[config.mk]
export PLATFORM = sky130hd
export DESIGN_NAME = slave_port
export DESIGN_NICKNAME = d
export VERILOG_FILES = /design/src/rtl/slave_port_pkg.sv /design/src/rtl/serial_shift_reg.sv /design/src/rtl/slave_port.sv
export SDC_FILE = /design/constraint.sdc
export NUM_CORES = 1
export LEC_CHECK = 0
export CORE_MARGIN = 2
export CORE_UTILIZATION = 30
export CTS_BUF_LIST = sky130_fd_sc_hd__clkbuf_4
export DETAILED_ROUTE_END_ITERATION = 6
export PLACE_DENSITY_LB_ADDON = 0.3
export SLEW_MARGIN = 20
export SYNTH_ARGS = -nofsm -noshare
export SYNTH_HDL_FRONTEND = slang
export SYNTH_SLANG_ARGS = --single-unit
[constraint.sdc]
create_clock -name clk -period 4.2 [get_ports clk]
set_input_delay 1.05 -clock clk [delete_from_list [all_inputs] [get_ports clk]]
set_output_delay 1.05 -clock clk [all_outputs]
set_load 0.01 [all_outputs]
[src/rtl/slave_port_pkg.sv]
// Shared types and constants for the serial slave endpoint.
// Holds the transaction FSM encoding and the header length derived from the field widths.
package slave_port_pkg;

  localparam int ADDR_LEN_DEF  = 12;
  localparam int DATA_LEN_DEF  = 8;
  localparam int BURST_LEN_DEF = 12;

  typedef enum logic [2:0] {
    S_IDLE,
    S_HEADER,
    S_WDATA,
    S_WRITE,
    S_RREQ,
    S_RWAIT,
    S_RDATA,
    S_DONE
  } state_e;

  function automatic int hdr_len(input int a, input int b);
    return (a > b) ? a : b;
  endfunction

  // Header beats carry address and burst side by side; the longer field sets the length.
  localparam int HDR = hdr_len(ADDR_LEN_DEF, BURST_LEN_DEF);

endpackage

[src/rtl/serial_shift_reg.sv]
// Right-shifting register used for every serial field: parallel load, LSB-first
// shift-in at the MSB end, or shift-out towards bit 0 with zero fill.
module serial_shift_reg #(
  parameter int W = 8
) (
  input  logic         clk,
  input  logic         reset,
  input  logic         load,
  input  logic [W-1:0] load_data,
  input  logic         shift_in_en,
  input  logic         shift_in_bit,
  input  logic         shift_out_en,
  output logic [W-1:0] q
);

  always_ff @(posedge clk) begin
    if (!reset) begin
      q <= '0;
    end else if (load) begin
      q <= load_data;
    end else if (shift_in_en) begin
      q <= {shift_in_bit, q[W-1:1]};
    end else if (shift_out_en) begin
      q <= {1'b0, q[W-1:1]};
    end
  end

endmodule

[src/rtl/slave_port.sv]
// Serial bus slave: deserialises header and write data, performs word writes/reads
// on a single-port memory and serialises read data back, LSB first.
module slave_port
  import slave_port_pkg::*;
#(
  parameter int ADDR_LEN  = ADDR_LEN_DEF,
  parameter int DATA_LEN  = DATA_LEN_DEF,
  parameter int BURST_LEN = BURST_LEN_DEF
) (
  input  logic                clk,
  input  logic                reset,
  input  logic                slave_select,
  input  logic                master_valid,
  input  logic                rx_address,
  input  logic                rx_burst_number,
  input  logic                rx_data,
  input  logic                write_en,
  input  logic                read_en,
  input  logic                master_ready,
  output logic                slave_ready,
  output logic                slave_valid,
  output logic                tx_data,
  output logic                rx_done,
  output logic [ADDR_LEN-1:0] mem_addr,
  output logic [DATA_LEN-1:0] mem_wdata,
  output logic                mem_we,
  input  logic [DATA_LEN-1:0] mem_rdata
);

  localparam int HDR_BEATS = hdr_len(ADDR_LEN, BURST_LEN);
  localparam int CNT_W     = $clog2(hdr_len(HDR_BEATS, DATA_LEN) + 1);
  localparam logic [CNT_W-1:0] HDR_LAST  = CNT_W'(HDR_BEATS - 1);
  localparam logic [CNT_W-1:0] WORD_LAST = CNT_W'(DATA_LEN - 1);

  // Handshake: a serial bit moves only on a beat, i.e. when slave_select,
  // master_valid and slave_ready are all high at the same rising edge; read bits
  // move when slave_valid and master_ready are both high at the edge.
  state_e                 state, state_d;
  logic [CNT_W-1:0]       bit_cnt, cnt_d;
  logic                   is_write;
  logic [ADDR_LEN-1:0]    addr_q;
  logic [BURST_LEN-1:0]   burst_q, burst_after;
  logic [DATA_LEN-1:0]    wdata_q, rdata_q;
  logic beat, valid_start, hdr_beat, addr_shift, burst_shift;
  logic rd_accept, word_done_r, step_word;

  assign slave_ready = reset && slave_select &&
                       (state == S_IDLE || state == S_HEADER || state == S_WDATA);
  assign slave_valid = slave_select && (state == S_RDATA);
  assign tx_data     = slave_valid && rdata_q[0];
  assign mem_we      = slave_select && (state == S_WRITE);
  assign rx_done     = slave_select && (state == S_DONE);
  assign mem_addr    = addr_q;
  assign mem_wdata   = wdata_q;

  assign beat        = slave_select && master_valid && slave_ready;
  assign valid_start = (state == S_IDLE) && beat && (write_en ^ read_en);
  assign hdr_beat    = (state == S_HEADER) && beat;
  assign addr_shift  = valid_start || (hdr_beat && bit_cnt < CNT_W'(ADDR_LEN));
  assign burst_shift = valid_start || (hdr_beat && bit_cnt < CNT_W'(BURST_LEN));
  // Zero-burst decision must see the bit arriving on the final header beat.
  assign burst_after = burst_shift ? {rx_burst_number, burst_q[BURST_LEN-1:1]} : burst_q;
  assign rd_accept   = slave_valid && master_ready;
  assign word_done_r = rd_accept && (bit_cnt == WORD_LAST);
  assign step_word   = mem_we || word_done_r;

  serial_shift_reg #(.W(ADDR_LEN)) u_addr (
    .clk(clk), .reset(reset),
    .load(step_word), .load_data(addr_q + ADDR_LEN'(1)),
    .shift_in_en(addr_shift), .shift_in_bit(rx_address),
    .shift_out_en(1'b0), .q(addr_q)
  );

  serial_shift_reg #(.W(BURST_LEN)) u_burst (
    .clk(clk), .reset(reset),
    .load(step_word), .load_data(burst_q - BURST_LEN'(1)),
    .shift_in_en(burst_shift), .shift_in_bit(rx_burst_number),
    .shift_out_en(1'b0), .q(burst_q)
  );

  serial_shift_reg #(.W(DATA_LEN)) u_wdata (
    .clk(clk), .reset(reset),
    .load(1'b0), .load_data('0),
    .shift_in_en((state == S_WDATA) && beat), .shift_in_bit(rx_data),
    .shift_out_en(1'b0), .q(wdata_q)
  );

  serial_shift_reg #(.W(DATA_LEN)) u_rdata (
    .clk(clk), .reset(reset),
    .load(slave_select && (state == S_RWAIT)), .load_data(mem_rdata),
    .shift_in_en(1'b0), .shift_in_bit(1'b0),
    .shift_out_en(rd_accept), .q(rdata_q)
  );

  always_ff @(posedge clk) begin
    if (!reset) begin
      state    <= S_IDLE;
      bit_cnt  <= '0;
      is_write <= 1'b0;
    end else begin
      state   <= state_d;
      bit_cnt <= cnt_d;
      if (valid_start) is_write <= write_en;
    end
  end

  always_comb begin
    state_d = state;
    cnt_d   = bit_cnt;
    if (!slave_select && state != S_IDLE) begin
      state_d = S_IDLE;
      cnt_d   = '0;
    end else begin
      unique case (state)
        S_IDLE: begin
          if (valid_start) begin
            state_d = S_HEADER;
            cnt_d   = CNT_W'(1);
          end
        end
        S_HEADER: begin
          if (beat) begin
            if (bit_cnt == HDR_LAST) begin
              cnt_d = '0;
              if (burst_after == '0) state_d = S_DONE;
              else if (is_write)     state_d = S_WDATA;
              else                   state_d = S_RREQ;
            end else begin
              cnt_d = bit_cnt + CNT_W'(1);
            end
          end
        end
        S_WDATA: begin
          if (beat) begin
            if (bit_cnt == WORD_LAST) begin
              cnt_d   = '0;
              state_d = S_WRITE;
            end else begin
              cnt_d = bit_cnt + CNT_W'(1);
            end
          end
        end
        S_WRITE: state_d = (burst_q == BURST_LEN'(1)) ? S_DONE : S_WDATA;
        S_RREQ:  state_d = S_RWAIT;
        S_RWAIT: state_d = S_RDATA;
        S_RDATA: begin
          if (rd_accept) begin
            if (bit_cnt == WORD_LAST) begin
              cnt_d   = '0;
              state_d = (burst_q == BURST_LEN'(1)) ? S_DONE : S_RREQ;
            end else begin
              cnt_d = bit_cnt + CNT_W'(1);
            end
          end
        end
        S_DONE:  state_d = S_IDLE;
        default: state_d = S_IDLE;
      endcase
    end
  end

endmodule
After elaboration in Yosys (flattened, before gate mapping)
Cells that the tools add are included.

Bits in registers: 48. Word-level logic and storage cells: 86.

Add/sub/neg operators: 3. Order comparisons: 1. Equal/unequal tests: 17. Mux-type cells: 25. Bitwise operators: 2. Reduce and logical (&&, ||, !) cells: 31.

Operators by type and width (number): 2-to-1 mux 12 bit (4); 2-to-1 mux 3 bit (10); 2-to-1 mux 4 bit (6); one-hot mux 3 bit (8 select lines) (1); logical AND 1 bit (17); 2-to-1 mux 8 bit (2); one-hot mux 4 bit (4 select lines) (1); adder 12 x 1 -> 12 bit, second input constant (1); equality test 12 x 1 -> 1 bit, second input constant (1); equality test 3 bit, second input constant (4); zero test 12 bit (1); subtractor 12 x 1 -> 12 bit, second input constant (1); inequality test 2 bit, second input constant (5); AND reduction 7 bit (1); equality test 3 x 2 -> 1 bit, second input constant (2); AND reduction 5 bit (1); adder 4 x 1 -> 4 bit, second input constant (1); equality test 4 x 3 -> 1 bit, second input constant (1); equality test 4 bit, second input constant (1); logical OR 1 bit (4); less-than comparator 4 bit, second input constant (1); inequality test 2 x 1 -> 1 bit, second input constant (2); nonzero test 2 bit (2); nonzero test 4 bit (1); other kinds (8) (8).

Longest topological paths before layout
Gate-level depths: netlist of run 1.

Depth after elaboration: 14. Depth in mapped cells: 8. Mapped depth without buffers: 7.

Cells and area by module
From an unflattened synthesis of run 1, not the netlist that was laid out.

Cells, all modules: 390. Area, all modules: 3283.1 µm².

Modules (own cells, without submodules): serial_shift_reg (u_addr ...) (times used 2, cells an instance 69, area an instance 620.6 µm², sequential area each 240.2 µm²); slave_port (times used 1, cells an instance 160, area an instance 1188.6 µm², sequential area each 160.2 µm²); serial_shift_reg (u_rdata ...) (times used 2, cells an instance 46, area an instance 426.7 µm², sequential area each 160.2 µm²).

Worst setup path after synthesis of run 1
No wires, ideal clock.

Path type: input port to output port. From: input port slave_select. To: output port tx_data. Data arrival time: 1.784 ns. Required time: 3.150 ns. Path slack: 1.366 ns. Stages: 4. Path through: buf_2 > and4b_4 > buf_6 > and2_1.

Word-level cells in the longest chain between the ends: 2.

RTL lines: start: declaration (line slave_port.sv:12) `input logic slave_select,`; logical AND 1 bit (line slave_port.sv:49) `assign slave_valid = slave_select && (state == S_RDATA);`; net slave_valid (line slave_port.sv:21) `output logic slave_valid,`; logical AND 1 bit (line slave_port.sv:50) `assign tx_data = slave_valid && rdata_q[0];`; end: declaration (line slave_port.sv:22) `output logic tx_data,`.

The timed path passes the listed nets, and every way through them passes these cells.

Worst setup path after layout of run 1
From: input port slave_select. To: output port tx_data.

Word-level cells in the longest chain between the ends: 2.

RTL lines (line): logical AND 1 bit (slave_port.sv:49); logical AND 1 bit (slave_port.sv:50).

No other way between the ends.

==> results of run 1 <==
==> per-layer routing <==
layer / share of wire (%) / routed length (um) / global-route usage, %
met5: 0 / 0 / 0
met4: 1.6 / 112 / 4.32
met3: 4.7 / 328 / 2.79
met2: 46 / 3230 / 23.3
met1: 48 / 3370 / 19.9
==> synthesized netlist by cell type, types with 6 or more instances <==
cell type	number	area, um^2
a311oi_1	8	70.1
a211oi_1	6	45.0
inv_1	7	26.3
mux2i_1	9	90.1
nand3_1	14	70.1
a31oi_1	14	87.6
buf_2	10	50.1
a21oi_1	21	105
clkbuf_1	11	41.3
nor3_1	7	35.0
or3_1	7	43.8
dfxtp_1	48	961
nand2_1	33	124
o21ai_0	20	100
nor2_1	43	161
==> stage by stage <==
stage	setup WS (ns)	power [mW]	instance area, um^2	hold slack, ns
finish	0.467	0.822	3340	0.483
global route	0.400	0.858	3340	0.518
CTS	0.466	0.835	3340	0.491
detailed placement	0.485	0.547	3260	0.471
global placement	0.463	0.547	3260	0.461
floorplan	1.37	0.512	2770	0.449
==> report_power, final <==
part / switching [mW] / internal [mW]
Clock: 0.160 / 0.124
Sequential: 0.00579 / 0.459
Combinational: 0.0398 / 0.0328
==> cells by family (layout without fill, tap and decap cells) <==
kind of cell | count (synthesis) | after routing | synth area share, %
DFF | 48 | 48 | 34.7
muxes | 9 | 9 | 3.26
and+or+nand+nor | 145 | 145 | 27.8
buffers and inverters | 32 | 66 | 5.47
xor gates and xnor gates | 2 | 2 | 0.633
adders and majority gates | 4 | 4 | 1.81
AOI/OAI and AO/OA | 104 | 104 | 26.3
==> registers in the layout, indices dropped and copies added (netlist names) <==
name and cells:
bit_cnt 4, is_write 1, state 3, u_addr.q 12
u_burst.q 12, u_rdata.q 8, u_wdata.q 8
==> layout make-up <==
type / count / area share [%]
tap: 111 / 4.15
clock buffer: 5 / 1.12
sequential: 48 / 28.7
multi-input combinational: 264 / 49.5
timing repair buffer: 50 / 14.4
clock inverter: 3 / 1.27
inverter: 8 / 0.898
==> worst max path at each step <==
stage,from,to,slack (ns),depth (start not counted)
CTS,slave_select,tx_data,0.47,4
detailed placement,slave_select,tx_data,0.48,4
global placement,slave_select,tx_data,0.46,4
floorplan,slave_select,tx_data,1.37,4
global route,slave_select,tx_data,0.40,4
finish,slave_select,tx_data,0.47,4
==> critical path: stages <==
cell             delay (ns)
clkdlybuf4s50_1        0.56
and4b_4                0.38
and2_1                 0.15
clkdlybuf4s50_1        0.53
==> flow_metrics.tcl, run 1 <==
set metrics [dict create \
    cts_hold_buf 0 \
    ys_async_sr_fraction_pct 0 \
    cts_resized 0 \
    tritoncts "built" \
    fmax_mhz 268 \
    crit_fanout 12 \
    worst_ep_required_time_ns 3.15 \
    period_needed_ns 3.73 \
    mostFrequentLayoutCells "dfxtp_1, nor2_1, clkdlybuf4s50_1" \
    cts_made_buffers 5 \
    setup_viol 0 \
    worstSetupStartpointType "input port" \
    io_buffers 42 \
    dpl.hpwl_um 4860 \
    wl_per_cell_um 14.4 \
    clkTransAtPathRegs_ns 0.15 \
    r2r-end "u_burst.q[2]" \
    p_leak_nw 1.09 \
    die_x_um 100 \
    post_cts_buffers 0 \
    first_pass_iters 4 \
    min-delay-start "bit_cnt[1]" \
    drc_errors 0 \
    final_antenna_net_count 0 \
    clock_latency_ns 0.37 \
    path_class "in -> out" \
    syn_area_um2 2770 \
    dominantRegCellSynth "dfxtp_1" \
    cp_data_arrival_time_ns 2.68 \
    n_fill_cell 951 \
    relSlewSlack_pct 53.4 \
    peakVddDrop_uv 104 \
    dieArea_um2 10000 \
    hold_violations 0 \
    outcome "finished, final reports clean" \
    r2r-start "state[0]" \
    grt_pass1_wl_um 12000 \
    yosysWarnings 0 \
    clock-sinks 48 \
    reg2reg_depth 6 \
    yosysUniqueCellTypes 68 \
    seq_area_frac_synth_pct 34.7 \
    seq_area_um2 961 \
    cp-end-kind "primary output" \
    overflow 0 \
    num-nets-final 399 \
    gp_congestion 0.841 \
    mostFrequentLayoutCell "dfxtp_1" \
    antenna_found_initial 0 \
    area_growth_syn_to_layout_pct 20.9 \
    wl_um 7040 \
    synth_nets 366 \
    syn_inst 344 \
    drt_iter0_drc 195 \
    cts-root-buf "clkbuf_4" \
    holdPathStages 2 \
    die_h_um 100 \
    start_util_pct 30.4 \
    max_cap_violations 0 \
    postLayoutCoreUtil_pct 36.7 \
    worst_pin_slew_ns 0.697 \
    cts_htree_levels 2 \
    core_area_um2 9110 \
    num_antenna_cells 0 \
    grt_pass1_vias 2416 \
    cts.path.max_buffers 2 \
    p_per_area_nw_per_um2 246 \
    min_to "bit_cnt[1]" \
    synth_edf_count 0 \
    viasPerCell 5.43 \
    hp-class "reg -> reg" \
    timing.final.max_slew_violations 0 \
    period_share_pct 88.9 \
    grt_usage_pct 14.5 \
    multiInputGateArea_um2 1650 \
    drive_above_1_share_pct 8.20 \
    dpl.cell_count 481 \
    skew_ns 0.00982 \
    instances_no_fill 489 \
    num_vias 2655 \
    ioPinCount 43 \
    placementRows 35 \
    rsz0062_at_grt "no" \
    r2r_slack_ns 1.86 \
    grt_max_degree 23 \
    syn-mean-instance-area_um2 8.04 \
    fin_tns_setup_ns 0 \
    synth.ff_latch_count 48 \
]
(Power assumes the default switching activity.)
==> run 2: changes to the inputs <==
--- a/config.mk
+++ b/config.mk
@@ -9,6 +9,8 @@
 export CORE_UTILIZATION = 30
 export CTS_BUF_LIST = sky130_fd_sc_hd__clkbuf_4
 export DETAILED_ROUTE_END_ITERATION = 6
+export GPL_TIMING_DRIVEN = 0
+export MAX_ROUTING_LAYER = met4
 export PLACE_DENSITY_LB_ADDON = 0.3
 export SLEW_MARGIN = 20
 export SYNTH_ARGS = -nofsm -noshare
==> run 2 against run 1 <==
Core utilization is 0.60 points higher. Register-to-register slack better by 0.30 ns. Clock power is 3% higher. Non-clock buffer count is 15 higher.
==> flow_metrics.tcl, run 2 (synthesis results as in run 1) <==
set metrics [dict create \
    p_clk_share_pct 35.2 \
    io_buffers 41 \
    tritoncts "built" \
    switching_power_mw 0.213 \
    outcome "finished, final reports clean" \
    cts_resized 0 \
    dieArea_um2 10000 \
    ioPinCount 43 \
    postLayoutCoreUtil_pct 37.3 \
    cts.path.max_buffers 2 \
    r2r-start "bit_cnt[0]" \
    setup_viol 0 \
    cp-end-kind "primary output" \
    gp_congestion 0.861 \
    period_share_pct 91.2 \
    timing.final.max_slew_violations 0 \
    grt_usage_pct 16.3 \
    clkTransAtPathRegs_ns 0.15 \
    cts-root-buf "clkbuf_4" \
    start_util_pct 30.4 \
    hp-class "reg -> reg" \
    p_comb_share_pct 9.0 \
    reg_top3 "u_addr.q: 12 flops, u_burst.q: 12 flops" \
    mostFrequentLayoutCell "dfxtp_1" \
    wl_per_cell_um 15.2 \
    placed_cell_area_um2 3320 \
    path_class "in -> out" \
    cts_hold_buf 0 \
    core_area_um2 9110 \
    die_h_um 100 \
    seq_power_share_pct 55.8 \
    clock-sinks 48 \
    antenna_found_initial 0 \
    multiInputGateArea_um2 1650 \
    overflow 0 \
    crit_start "reset" \
    post_cts_buffers 0 \
    min-delay-start "bit_cnt[1]" \
    final_antenna_net_count 0 \
    p_per_area_nw_per_um2 244 \
    area_growth_syn_to_layout_pct 22.9 \
    seq_area_um2 961 \
    fin_tns_setup_ns 0 \
    cp_data_arrival_time_ns 2.78 \
    drc_errors 0 \
    internal_power_mw 0.618 \
    drive_above_1_share_pct 9.16 \
    peakVddDrop_uv 144 \
    skew_ns 0.00497 \
    fmax_mhz 261 \
    cts_htree_levels 2 \
    relSlewSlack_pct 60.4 \
    grt_max_degree 17 \
    period_needed_ns 3.83 \
    max_cap_violations 0 \
    die_x_um 100 \
    crit_fanout 10 \
    num_vias 2753 \
    dpl.hpwl_um 5480 \
    grt_pass1_wl_um 12900 \
    fin_area_um2 3400 \
    p_leak_nw 1.12 \
    placementRows 35 \
    pre_cts_slack_ns 0.350 \
    clock_latency_ns 0.37 \
    rsz0062_at_grt "no" \
    num_antenna_cells 0 \
    drt_iter0_drc 128 \
    worst_pin_slew_ns 0.593 \
    worst_ep_required_time_ns 3.15 \
    n_fill_cell 978 \
    grt_pass1_vias 2616 \
    wl_um 7650 \
    fin_ws_ns 0.368 \
    worstSetupStartpointType "input port" \
    swShare_pct 25.6 \
    first_pass_iters 4 \
    cts_made_buffers 5 \
    num-nets-final 414 \
    hold_violations 0 \
    mostFrequentLayoutCells "dfxtp_1, nor2_1, clkdlybuf4s50_1" \
    viasPerCell 5.46 \
]
==> run 2: cell count changes in the layout (fill, tap and decap cells not counted), sizes merged <==
cell,before,now
buf,8,13
clkdlybuf4s50,42,41
clkinv,2,1
clkbuf,5,16
inv,7,8
==> run 2: final timing paths <==
path                                endpoint  slack (ns)  cells past startpoint
worst max-delay path             slave_ready        0.37                      4
worst max register to register  u_burst.q[5]        2.16                      7
worst min-delay path              bit_cnt[1]        0.48                      2
worst min register to register    bit_cnt[1]        0.48                      2
==> run 2: through the flow <==
stage / total power, mW / std cells / hold WS [ns]
after global placement: 0.547 / 496 / 0.465
after CTS: 0.844 / 504 / 0.487
after floorplan: 0.512 / 344 / 0.449
final: 0.831 / 504 / 0.485
after detailed placement: 0.547 / 496 / 0.466
after global routing: 0.868 / 504 / 0.517
==> run 2: critical path: stages <==
cell and delay (ns):
clkdlybuf4s50_1 0.53, clkbuf_1 0.44, and3_1 0.23, clkdlybuf4s50_1 0.53
==> run 2: power by group through the flow <==
stage / Clock [mW] / Sequential [mW] / Combinational (mW)
final: 0.293 / 0.463 / 0.0749
after global routing: 0.322 / 0.464 / 0.0819
after CTS: 0.306 / 0.463 / 0.0748
after detailed placement: 0 / 0.473 / 0.0746
after global placement: 0 / 0.473 / 0.0740
after floorplan: 0 / 0.472 / 0.0400
==> run 2: per-layer routing <==
metal | up-vias | GRT usage [%] | wire, um
li1 | 1373 | - | -
met1 | 1300 | 21.0 | 3580
met2 | 70 | 26.6 | 3600
met3 | 10 | 2.44 | 335
met4 | 0 | 4.95 | 139
met5 | - | - | 0
==> run 2: final cells by class <==
class,count,share of cell area [%]
Clock buffer,5,1.10
Buffer,24,3.57
Clock inverter,3,1.36
Inverter,8,0.883
Multi-Input combinational cell,264,48.7
Sequential cell,48,28.3
Tap cell,111,4.09
Timing Repair Buffer,41,12.1
